<file path="config.mk">
export PLATFORM = sky130hd
export DESIGN_NAME = gc_controller_poller
export DESIGN_NICKNAME = d
export VERILOG_FILES = /design/src/rtl/gc_pkg.sv /design/src/rtl/gc_line_sync.sv /design/src/rtl/gc_controller_poller.sv
export SDC_FILE = /design/constraint.sdc
export NUM_CORES = 1
export LEC_CHECK = 0
export ABC_CLOCK_PERIOD_IN_PS = 2190
export CAP_MARGIN = 10
export CORE_ASPECT_RATIO = 1.75
export CORE_MARGIN = 1.5
export CORE_UTILIZATION = 46
export CTS_BUF_LIST = sky130_fd_sc_hd__clkbuf_16
export CTS_CLUSTER_SIZE = 40
export DETAILED_ROUTE_END_ITERATION = 12
export PLACE_DENSITY = 0.68
export SLEW_MARGIN = 20
export SYNTH_ARGS = -nofsm -noshare
export SYNTH_HDL_FRONTEND = slang
export SYNTH_SLANG_ARGS = --single-unit
</file>
<file path="constraint.sdc">
create_clock -name i_clk -period 2.19 [get_ports i_clk]
set_input_delay 0.657 -clock i_clk [delete_from_list [all_inputs] [get_ports i_clk]]
set_output_delay 0.657 -clock i_clk [all_outputs]
set_load 0.005 [all_outputs]
</file>
<file path="src/rtl/gc_pkg.sv">
// Shared types and constants for the GameCube controller poller.
package gc_pkg;

  // Poller sequencing states.
  typedef enum logic [2:0] {
    IDLE,
    TX_BIT,
    TX_STOP,
    RX_WAIT,
    RX_BIT,
    RX_END
  } gc_state_e;

  localparam int GC_CMD_BITS  = 24;
  localparam int GC_RESP_BITS = 64;
  localparam logic [GC_CMD_BITS-1:0] GC_POLL_CMD = 24'h400300;

  // Bit-cell timing, in microseconds.
  localparam int GC_CELL_US   = 4;
  localparam int GC_SHORT_US  = 1;
  localparam int GC_LONG_US   = 3;
  localparam int GC_SAMPLE_US = 2;

  // Larger of two integers; used to size the shared state counter.
  function automatic int gc_max(input int a, input int b);
    return (a > b) ? a : b;
  endfunction

endpackage

</file>
<file path="src/rtl/gc_line_sync.sv">
// Two-flop synchronizer for the raw controller pin plus a falling-edge detector.
module gc_line_sync (
  input  logic i_clk,
  input  logic i_rst_n,
  input  logic i_line,
  output logic o_sync,
  output logic o_fall
);

  logic r_meta;
  logic r_sync;
  logic r_prev;

  // Synchronize the pin and keep one cycle of history for edge detection.
  always_ff @(posedge i_clk or negedge i_rst_n) begin
    if (!i_rst_n) begin
      // NOTE: flops reset to 1 (idle line level) so leaving reset never fakes a falling edge.
      r_meta <= 1'b1;
      r_sync <= 1'b1;
      r_prev <= 1'b1;
    end else begin
      r_meta <= i_line;
      r_sync <= r_meta;
      r_prev <= r_sync;
    end
  end

  assign o_sync = r_sync;
  assign o_fall = r_prev & ~r_sync;

endmodule

</file>
<file path="src/rtl/gc_controller_poller.sv">
// Initiator for the single-wire GameCube controller link: periodically sends the
// 24-bit poll command and captures the 64-bit status reply.
// Optional build macro RUMBLE_EN adds i_rumble, which sets the command LSB.
module gc_controller_poller
  import gc_pkg::*;
#(
  parameter int CLK_PER_US      = 50,
  parameter int POLL_PERIOD_US  = 1000,
  parameter int RESP_TIMEOUT_US = 60,
  parameter int BIT_TIMEOUT_US  = 6
) (
  input  logic                    i_clk,
  input  logic                    i_rst_n,
`ifdef RUMBLE_EN
  input  logic                    i_rumble,
`endif
  input  logic                    i_poll_en,
  input  logic                    i_line_in,
  output logic                    o_line_oe,
  output logic [GC_RESP_BITS-1:0] o_buttons,
  output logic                    o_buttons_valid,
  output logic                    o_rx_error,
  output logic                    o_busy
);

  localparam int POLL_CYC    = POLL_PERIOD_US * CLK_PER_US;
  localparam int CELL_CYC    = GC_CELL_US * CLK_PER_US;
  localparam int SHORT_CYC   = GC_SHORT_US * CLK_PER_US;
  localparam int LONG_CYC    = GC_LONG_US * CLK_PER_US;
  localparam int SAMPLE_CYC  = GC_SAMPLE_US * CLK_PER_US;
  localparam int RESP_TO_CYC = RESP_TIMEOUT_US * CLK_PER_US;
  localparam int BIT_TO_CYC  = BIT_TIMEOUT_US * CLK_PER_US;

  localparam int POLL_W = $clog2(POLL_CYC);
  localparam int CNT_W  = $clog2(gc_max(gc_max(CELL_CYC, RESP_TO_CYC), BIT_TO_CYC));
  localparam int TX_W   = $clog2(GC_CMD_BITS);
  localparam int RX_W   = $clog2(GC_RESP_BITS);

  localparam logic [POLL_W-1:0] POLL_LAST   = POLL_W'(POLL_CYC - 1);
  localparam logic [CNT_W-1:0]  CELL_LAST   = CNT_W'(CELL_CYC - 1);
  localparam logic [CNT_W-1:0]  SHORT_LAST  = CNT_W'(SHORT_CYC - 1);
  localparam logic [CNT_W-1:0]  SAMPLE_LAST = CNT_W'(SAMPLE_CYC - 1);
  localparam logic [CNT_W-1:0]  RESP_LAST   = CNT_W'(RESP_TO_CYC - 1);
  localparam logic [CNT_W-1:0]  BIT_LAST    = CNT_W'(BIT_TO_CYC - 1);
  localparam logic [TX_W-1:0]   TX_LAST     = TX_W'(GC_CMD_BITS - 1);
  localparam logic [RX_W-1:0]   RX_LAST     = RX_W'(GC_RESP_BITS - 1);

  gc_state_e                r_state;
  logic [POLL_W-1:0]        r_poll_cnt;
  logic [CNT_W-1:0]         r_cnt;
  logic [TX_W-1:0]          r_tx_idx;
  logic [RX_W-1:0]          r_rx_idx;
  logic [GC_CMD_BITS-1:0]   r_tx_sh;
  logic [GC_RESP_BITS-2:0]  r_rx_sh;
  logic                     r_sampled;
  logic                     r_line_oe;
  logic [GC_RESP_BITS-1:0]  r_buttons;
  logic                     r_valid;
  logic                     r_rx_error;

  logic                     w_sync;
  logic                     w_fall;
  logic                     w_poll_wrap;
  logic [CNT_W-1:0]         w_cnt_inc;
  logic [CNT_W-1:0]         w_low_len;
  logic [GC_CMD_BITS-1:0]   w_cmd;

  gc_line_sync u_sync (
    .i_clk   (i_clk),
    .i_rst_n (i_rst_n),
    .i_line  (i_line_in),
    .o_sync  (w_sync),
    .o_fall  (w_fall)
  );

`ifdef RUMBLE_EN
  assign w_cmd = {GC_POLL_CMD[GC_CMD_BITS-1:1], i_rumble};
`else
  assign w_cmd = GC_POLL_CMD;
`endif

  assign w_poll_wrap = (r_poll_cnt == POLL_LAST);
  assign w_cnt_inc   = r_cnt + CNT_W'(1);
  // A '1' bit is a short low pulse, a '0' bit a long one.
  assign w_low_len   = r_tx_sh[GC_CMD_BITS-1] ? CNT_W'(SHORT_CYC) : CNT_W'(LONG_CYC);

  // Free-running poll period timer; wraps regardless of FSM state.
  always_ff @(posedge i_clk or negedge i_rst_n) begin
    if (!i_rst_n) begin
      r_poll_cnt <= '0;
    end else if (w_poll_wrap) begin
      r_poll_cnt <= '0;
    end else begin
      r_poll_cnt <= r_poll_cnt + POLL_W'(1);
    end
  end

  // Frame sequencer: transmit command, receive reply, publish result.
  always_ff @(posedge i_clk or negedge i_rst_n) begin
    if (!i_rst_n) begin
      r_state    <= IDLE;
      r_cnt      <= '0;
      r_tx_idx   <= '0;
      r_rx_idx   <= '0;
      r_tx_sh    <= '0;
      r_rx_sh    <= '0;
      r_sampled  <= 1'b0;
      r_line_oe  <= 1'b0;
      r_buttons  <= '0;
      r_valid    <= 1'b0;
      r_rx_error <= 1'b0;
    end else begin
      // NOTE: non-blocking assignments throughout, so every branch reads pre-edge state.
      r_valid <= 1'b0;
      case (r_state)
        IDLE: begin
          r_line_oe <= 1'b0;
          if (w_poll_wrap && i_poll_en) begin
            r_state   <= TX_BIT;
            r_cnt     <= '0;
            r_tx_idx  <= '0;
            r_tx_sh   <= w_cmd;
            r_line_oe <= 1'b1;
          end
        end
        TX_BIT: begin
          if (r_cnt == CELL_LAST) begin
            r_cnt     <= '0;
            r_line_oe <= 1'b1;
            r_tx_sh   <= r_tx_sh << 1;
            if (r_tx_idx == TX_LAST) begin
              r_state <= TX_STOP;
            end else begin
              r_tx_idx <= r_tx_idx + TX_W'(1);
            end
          end else begin
            r_cnt     <= w_cnt_inc;
            r_line_oe <= (w_cnt_inc < w_low_len);
          end
        end
        TX_STOP: begin
          if (r_cnt == SHORT_LAST) begin
            r_line_oe <= 1'b0;
            r_cnt     <= '0;
            r_state   <= RX_WAIT;
          end else begin
            r_cnt <= w_cnt_inc;
          end
        end
        RX_WAIT: begin
          if (w_fall) begin
            r_state   <= RX_BIT;
            r_cnt     <= '0;
            r_rx_idx  <= '0;
            r_sampled <= 1'b0;
          end else if (r_cnt == RESP_LAST) begin
            r_rx_error <= 1'b1;
            r_state    <= IDLE;
          end else begin
            r_cnt <= w_cnt_inc;
          end
        end
        RX_BIT: begin
          // The counter runs from the falling edge, covering both sample point and bit timeout.
          if (!r_sampled) begin
            r_cnt <= w_cnt_inc;
            if (r_cnt == SAMPLE_LAST) begin
              r_rx_sh   <= {r_rx_sh[GC_RESP_BITS-3:0], w_sync};
              r_sampled <= 1'b1;
              if (r_rx_idx == RX_LAST) begin
                r_buttons  <= {r_rx_sh, w_sync};
                r_valid    <= 1'b1;
                r_rx_error <= 1'b0;
                r_cnt      <= '0;
                r_state    <= RX_END;
              end else begin
                r_rx_idx <= r_rx_idx + RX_W'(1);
              end
            end
          end else if (w_fall) begin
            r_cnt     <= '0;
            r_sampled <= 1'b0;
          end else if (r_cnt == BIT_LAST) begin
            r_rx_error <= 1'b1;
            r_state    <= IDLE;
          end else begin
            r_cnt <= w_cnt_inc;
          end
        end
        RX_END: begin
          // Leave only after the line has stayed high for one full cell.
          if (!w_sync) begin
            r_cnt <= '0;
          end else if (r_cnt == CELL_LAST) begin
            r_state <= IDLE;
          end else begin
            r_cnt <= w_cnt_inc;
          end
        end
        default: begin
          r_state   <= IDLE;
          r_line_oe <= 1'b0;
        end
      endcase
    end
  end

  assign o_line_oe       = r_line_oe;
  assign o_buttons       = r_buttons;
  assign o_buttons_valid = r_valid;
  assign o_rx_error      = r_rx_error;
  assign o_busy          = (r_state != IDLE);

endmodule
</file>
# After elaboration in Yosys (flattened, before gate mapping)
# Cells that the tools add are included.
dict set report totals {
  regBits 200
  latchBits 0
  mem_bits_rw 0
  romBits 0
  out_inout_bits 68
  n_memories 0
}
dict set report classes {
  addsub 4
  multipliers 0
  n_div 0
  magnitude_cmp 1
  n_eq_ne 34
  shifts 0
  muxes 62
  n_bitwise 4
  reduce_logical 17
}
# op count
set ops {}
lappend ops {{$mux 12} 12}
lappend ops {{$pmux 12 s6} 1}
lappend ops {{$mux 24} 2}
lappend ops {{$pmux 24 s2} 1}
lappend ops {{$mux 3} 13}
lappend ops {{$mux 6} 4}
lappend ops {{$ne 2x2->1 const B} 11}
lappend ops {{$mux 1} 18}
lappend ops {{$pmux 3 s6} 1}
lappend ops {{$add 16x1->16 const B} 1}
lappend ops {{$eq 16x16->1 const B} 1}
lappend ops {{$mux 16} 1}
lappend ops {{$mux 5} 3}
lappend ops {{$ne 3x3->1 const B} 5}
lappend ops {{$add 12x1->12 const B} 1}
lappend ops {{$eq 12x12->1 const B} 1}
lappend ops {{$eq 12x6->1 const B} 1}
lappend ops {{$eq 12x7->1 const B} 1}
lappend ops {{$eq 12x8->1 const B} 1}
lappend ops {{$eq 12x9->1 const B} 1}
lappend ops {{$lt 12x8->1} 1}
lappend ops {{$pmux 6 s2} 1}
lappend ops {{$reduce_and 11->1} 1}
lappend ops {{$pmux 5 s2} 1}
lappend ops {{other kinds (26)} 38}

# Depth between registers and ports, before layout
dict set report logic_depth {
  depth_word 5
  depth_mapped 9
}

# Modules after synthesis
# Synthesis repeated with hierarchy kept, for this count alone.
dict set report hier_totals {
  cells_unflattened 647
  area_unflattened_um2 8195.4
}
# mod n_inst cells_each area_per_inst_um2 seq_area_each_um2
set by_module_without_submodules {}
lappend by_module_without_submodules {gc_controller_poller 1 643 8102.8 4729.5}
lappend by_module_without_submodules {gc_line_sync 1 4 92.6 78.8}

# Worst setup path after synthesis
# No wires, ideal clock.
dict set report synth_path {
  path_type {register to register}
  startpoint {register r_cnt[0]}
  endpoint {register r_buttons[47], in the netlist o_buttons[47]}
  setup_time_ns 0.125
  arrival_ns 2.089
  t_required_ns 2.065
  path_slack_ns -0.024
  stages_incl_launch_ff 8
  period_less_slack_ns 2.214
  cell_sequence {dfrtp_1 -> ha_1 -> and4b_1 -> nand4_1 -> or2_2 -> nor2_4 -> buf_2 -> mux2_2}
}
dict set report synth_between {
  elab_chain_cells 2
}
# element line
set synth_rtl {}
lappend synth_rtl {{from (decl)} gc_controller_poller.sv:50} ;# logic [CNT_W-1:0] r_cnt;
lappend synth_rtl {{from (signal assigned)} gc_controller_poller.sv:137} ;# r_cnt <= w_cnt_inc;
lappend synth_rtl {{from (signal assigned)} gc_controller_poller.sv:147} ;# r_cnt <= w_cnt_inc;
lappend synth_rtl {{from (signal assigned)} gc_controller_poller.sv:160} ;# r_cnt <= w_cnt_inc;
lappend synth_rtl {{$eq 12x7->1} gc_controller_poller.sv:167} ;# if (r_cnt == SAMPLE_LAST) begin
lappend synth_rtl {{$reduce_and 4->1 (no source line)} -}
lappend synth_rtl {{to (signal assigned)} gc_controller_poller.sv:171} ;# r_buttons <= {r_rx_sh, w_sync};
lappend synth_rtl {{to (decl)} gc_controller_poller.sv:57} ;# logic [GC_RESP_BITS-1:0] r_buttons;
# Every way passes these cells.
# A chain may end at the register's enable or synchronous reset.

# Worst setup path after layout
dict set report layout_path {
  startpoint {register r_poll_cnt[4]}
  endpoint {register r_cnt[11]}
}
dict set report layout_between {
  elab_chain_cells 4
}
# element line
set layout_rtl {}
lappend layout_rtl {{from (decl)} gc_controller_poller.sv:49} ;# logic [POLL_W-1:0] r_poll_cnt;
lappend layout_rtl {{from (signal assigned)} gc_controller_poller.sv:94} ;# r_poll_cnt <= r_poll_cnt + POLL_W'(1);
lappend layout_rtl {{$eq 16x16->1} gc_controller_poller.sv:82} ;# assign w_poll_wrap = (r_poll_cnt == POLL_LAST);
lappend layout_rtl {{$logic_and 1x1->1} gc_controller_poller.sv:118} ;# if (w_poll_wrap && i_poll_en) begin
lappend layout_rtl {{$ne 2x2->1 (no source line)} -}
lappend layout_rtl {{$reduce_and 5->1 (no source line)} -}
# Every way passes these cells.

==> metrics.txt <==
fmax 0.443 GHz; IO Count 72; Final HPWL DP 12000 µm; Die W 104 µm; Clk Latency, worst-skew pair 420 ps; Ant. Diodes 0; status finished, violations left; share of the synthesized area in the top cell type 57.2%; CP Class reg -> reg; final setup vio count 15; RSZ-0062 raised after global routing yes; Peak VDD IR 0.741 mV; setup_tns -182 ps; max_cap viols 0; CTS clk-pin slew, worst paths 70 ps; Setup Skew 6.23 ps; largest net degree at the start of global routing 65; nets 952; Leakage 5.34 nW; EDFF count, synth 0; Pwr Density 631 nW/µm²; type of destination of the critical path register; Post-Synthesis Net Count 806; CTS tree done; gr ovfl total 0; crit path time final 2260 ps; WP buf/inv 0; CP arrival 2570 ps; clock root buffer master clkbuf_16; Post-DRT Antenna Nets 0; Num CTS Buffers 17; Synth Instances 794; slew at the pin with the worst max-slew slack 532 ps; drt wl/cell 15.9 µm; Place WS -46.0 ps; most frequent cells in the layout nand2_1, dfrtp_1, buf_4; P&R area growth vs syn 32.0%; Yosys cell types 65; crit-path leading delay family simple AND/OR/NAND/NOR gates; Final Hold Viols 0; fin. max-slew vios 0; via/cell ratio 5.28; Most used DFF post-synth dfrtp_1; H-tree depth 4; Die H 180 µm; Setup WS post-layout -69.7 ps; commonest non-fill, non-tap cell in the layout nand2_1; clock sinks 192; share of cells above drive strength 1 24.1%; worst-path maximum fanout 5; syn_area_per_cell 10.4 µm²; Die ar. 18800 µm²; ranking of synthesized cells by area dfrtp_1, nand2_1, mux2_2; WP data required 2510 ps; Seq/Total Area, Yosys 58.1%; Worst slew margin 64.5%; Seq cells post-synth 192; Total Routing Usage GR 19.9%; DRC viols 0; initial antenna violation count 0; failing checks negative setup slack; Initial Util 47.2%; final period utilization 103%; crit-path cells or4b_4, nor4_4, a21oi_2, or3_4, a31o_1, a22o_1; CP Launch Type register; Syn. warnings 0; Clock Path Buffers 2; Hold Crit Class in -> async; Worst path max stage delay 560 ps; DRT iter0 DRCs 307; leading area contributor after synthesis dfrtp_1; number of port buffers 71; Async SR Flop Fraction 100%; first-pass GRT wire length 29900 µm; CP max-delay cell or4b_4; Netlist Area Pre-Place 8270 µm²; Cell Rows 64; core area 17500 µm²; Via Count 6247; WL final 18900 µm; vias in the first global route 6192; GPL Wtd Cong 0.901; Pre-Repair DR Iteration Count 5
==> metrics by stage <==
step | instance area (µm²) | std cells | hold WS (ps) | total power (W) | util (%)
finish | 10900 | 1184 | 195 | 0.00689 | 62.3
global route | 10900 | 1184 | 223 | 0.00710 | 62.3
CTS | 10600 | 1169 | 214 | 0.00695 | 60.2
detailed placement | 9760 | 1126 | 348 | 0.00373 | 55.7
global placement | 9760 | 1126 | 347 | 0.00373 | 55.7
floorplan | 8280 | 794 | 345 | 0.00362 | -
==> where the power goes <==
| part | switching [W] | leakage, nW | internal, W |
|---|---|---|---|
| sequential | 0.00000213 | 2.60 | 0.00355 |
| clock | 0.00133 | 0.300 | 0.00191 |
| combinational | 0.0000762 | 2.44 | 0.0000247 |
| total | 0.00141 | 5.34 | 0.00548 |
==> cell usage after synthesis, types with 3 or more instances <==
cell type and number:
o21a_1 3, and4_1 4, a21oi_1 9, and2_1 3
nor2_1 34, clkbuf_1 30, buf_6 3, ha_1 8
xor2_1 15, mux2_2 64, nor2b_1 4, nand3_1 23
dfrtp_1 189, xnor2_1 7, and3_1 3, buf_2 8
dfstp_2 3, nor3_1 14, a31oi_1 6, nand2_1 244
nand4_1 12, or3_1 4, inv_1 12, a22o_1 3
o31ai_1 3, o21ai_0 34
==> worst paths after layout <==
path | from | end | slack [ps] | cells past startpoint
setup / recovery | r_poll_cnt[4]$_DFF_PN0_ | r_cnt[11]$_DFFE_PN0P_ | -70 | 6
hold / removal | i_rst_n | o_buttons[52]$_DFFE_PN0P_ | 200 | 1
hold reg to reg | u_sync.r_meta$_DFF_PN1_ | u_sync.o_sync$_DFF_PN1_ | 360 | 0
min in group i_clk | u_sync.r_meta$_DFF_PN1_ | u_sync.o_sync$_DFF_PN1_ | 360 | 0
setup reg to reg | r_poll_cnt[4]$_DFF_PN0_ | r_cnt[11]$_DFFE_PN0P_ | -70 | 6
max in group asynchronous | i_rst_n | o_buttons[58]$_DFFE_PN0P_ | 1360 | 2
==> sequential cells by signal (all words and copies together), names as in the netlist, 3 cells and up <==
name / flops
r_poll_cnt: 16
r_tx_sh: 16
r_tx_idx: 5
r_cnt: 12
r_rx_idx: 6
r_rx_sh: 63
r_state: 3
o_buttons: 64
==> timing repair <==
item,4_1_cts,5_1_grt
gates cloned,2,4
resized for setup,12,71
setup buffers,9,13
pin swaps,8,22
hold buffers,0,0
setup endpoints to repair,66,92
hold endpoints to repair,0,0
==> layer usage <==
layer	GRT usage, %	vias to the layer above	wire length, µm
met5	0	-	0
met4	7.67	0	504
met3	5.57	29	780
met2	36.1	127	10200
met1	21.6	3142	7390
li1	-	2949	-
==> worst reg2reg max path: stages (launching register included) <==
cell and delay (ps):
dfrtp_1 390, or4b_4 560, nor4_4 320, a21oi_2 130, or3_4 380, a31o_1 200
a22o_1 170
==> logic make-up (layout without fill, tap and decap cells) <==
| family | after synthesis | in the layout | share of synthesized area (%) |
|---|---|---|---|
| flip-flops | 192 | 192 | 58.1 |
| AO/OA/AOI/OAI | 81 | 81 | 6.23 |
| XOR/XNOR | 22 | 22 | 2.33 |
| adder cells (fa/ha/maj) | 8 | 8 | 1.21 |
| AND/OR/NAND/NOR | 370 | 371 | 20.1 |
| buffers and inverters | 53 | 211 | 2.80 |
| multiplexers | 68 | 68 | 9.23 |
==> layout make-up <==
class,instances,area (µm²)
clock buffer,17,425
timing repair buffer,167,1660
inverter,12,45.0
multi-input combinational,550,3500
fill,1371,6620
tap,231,289
sequential,192,4810
clock inverter,15,191
No activity file was read; power rests on OpenSTA's default activity.
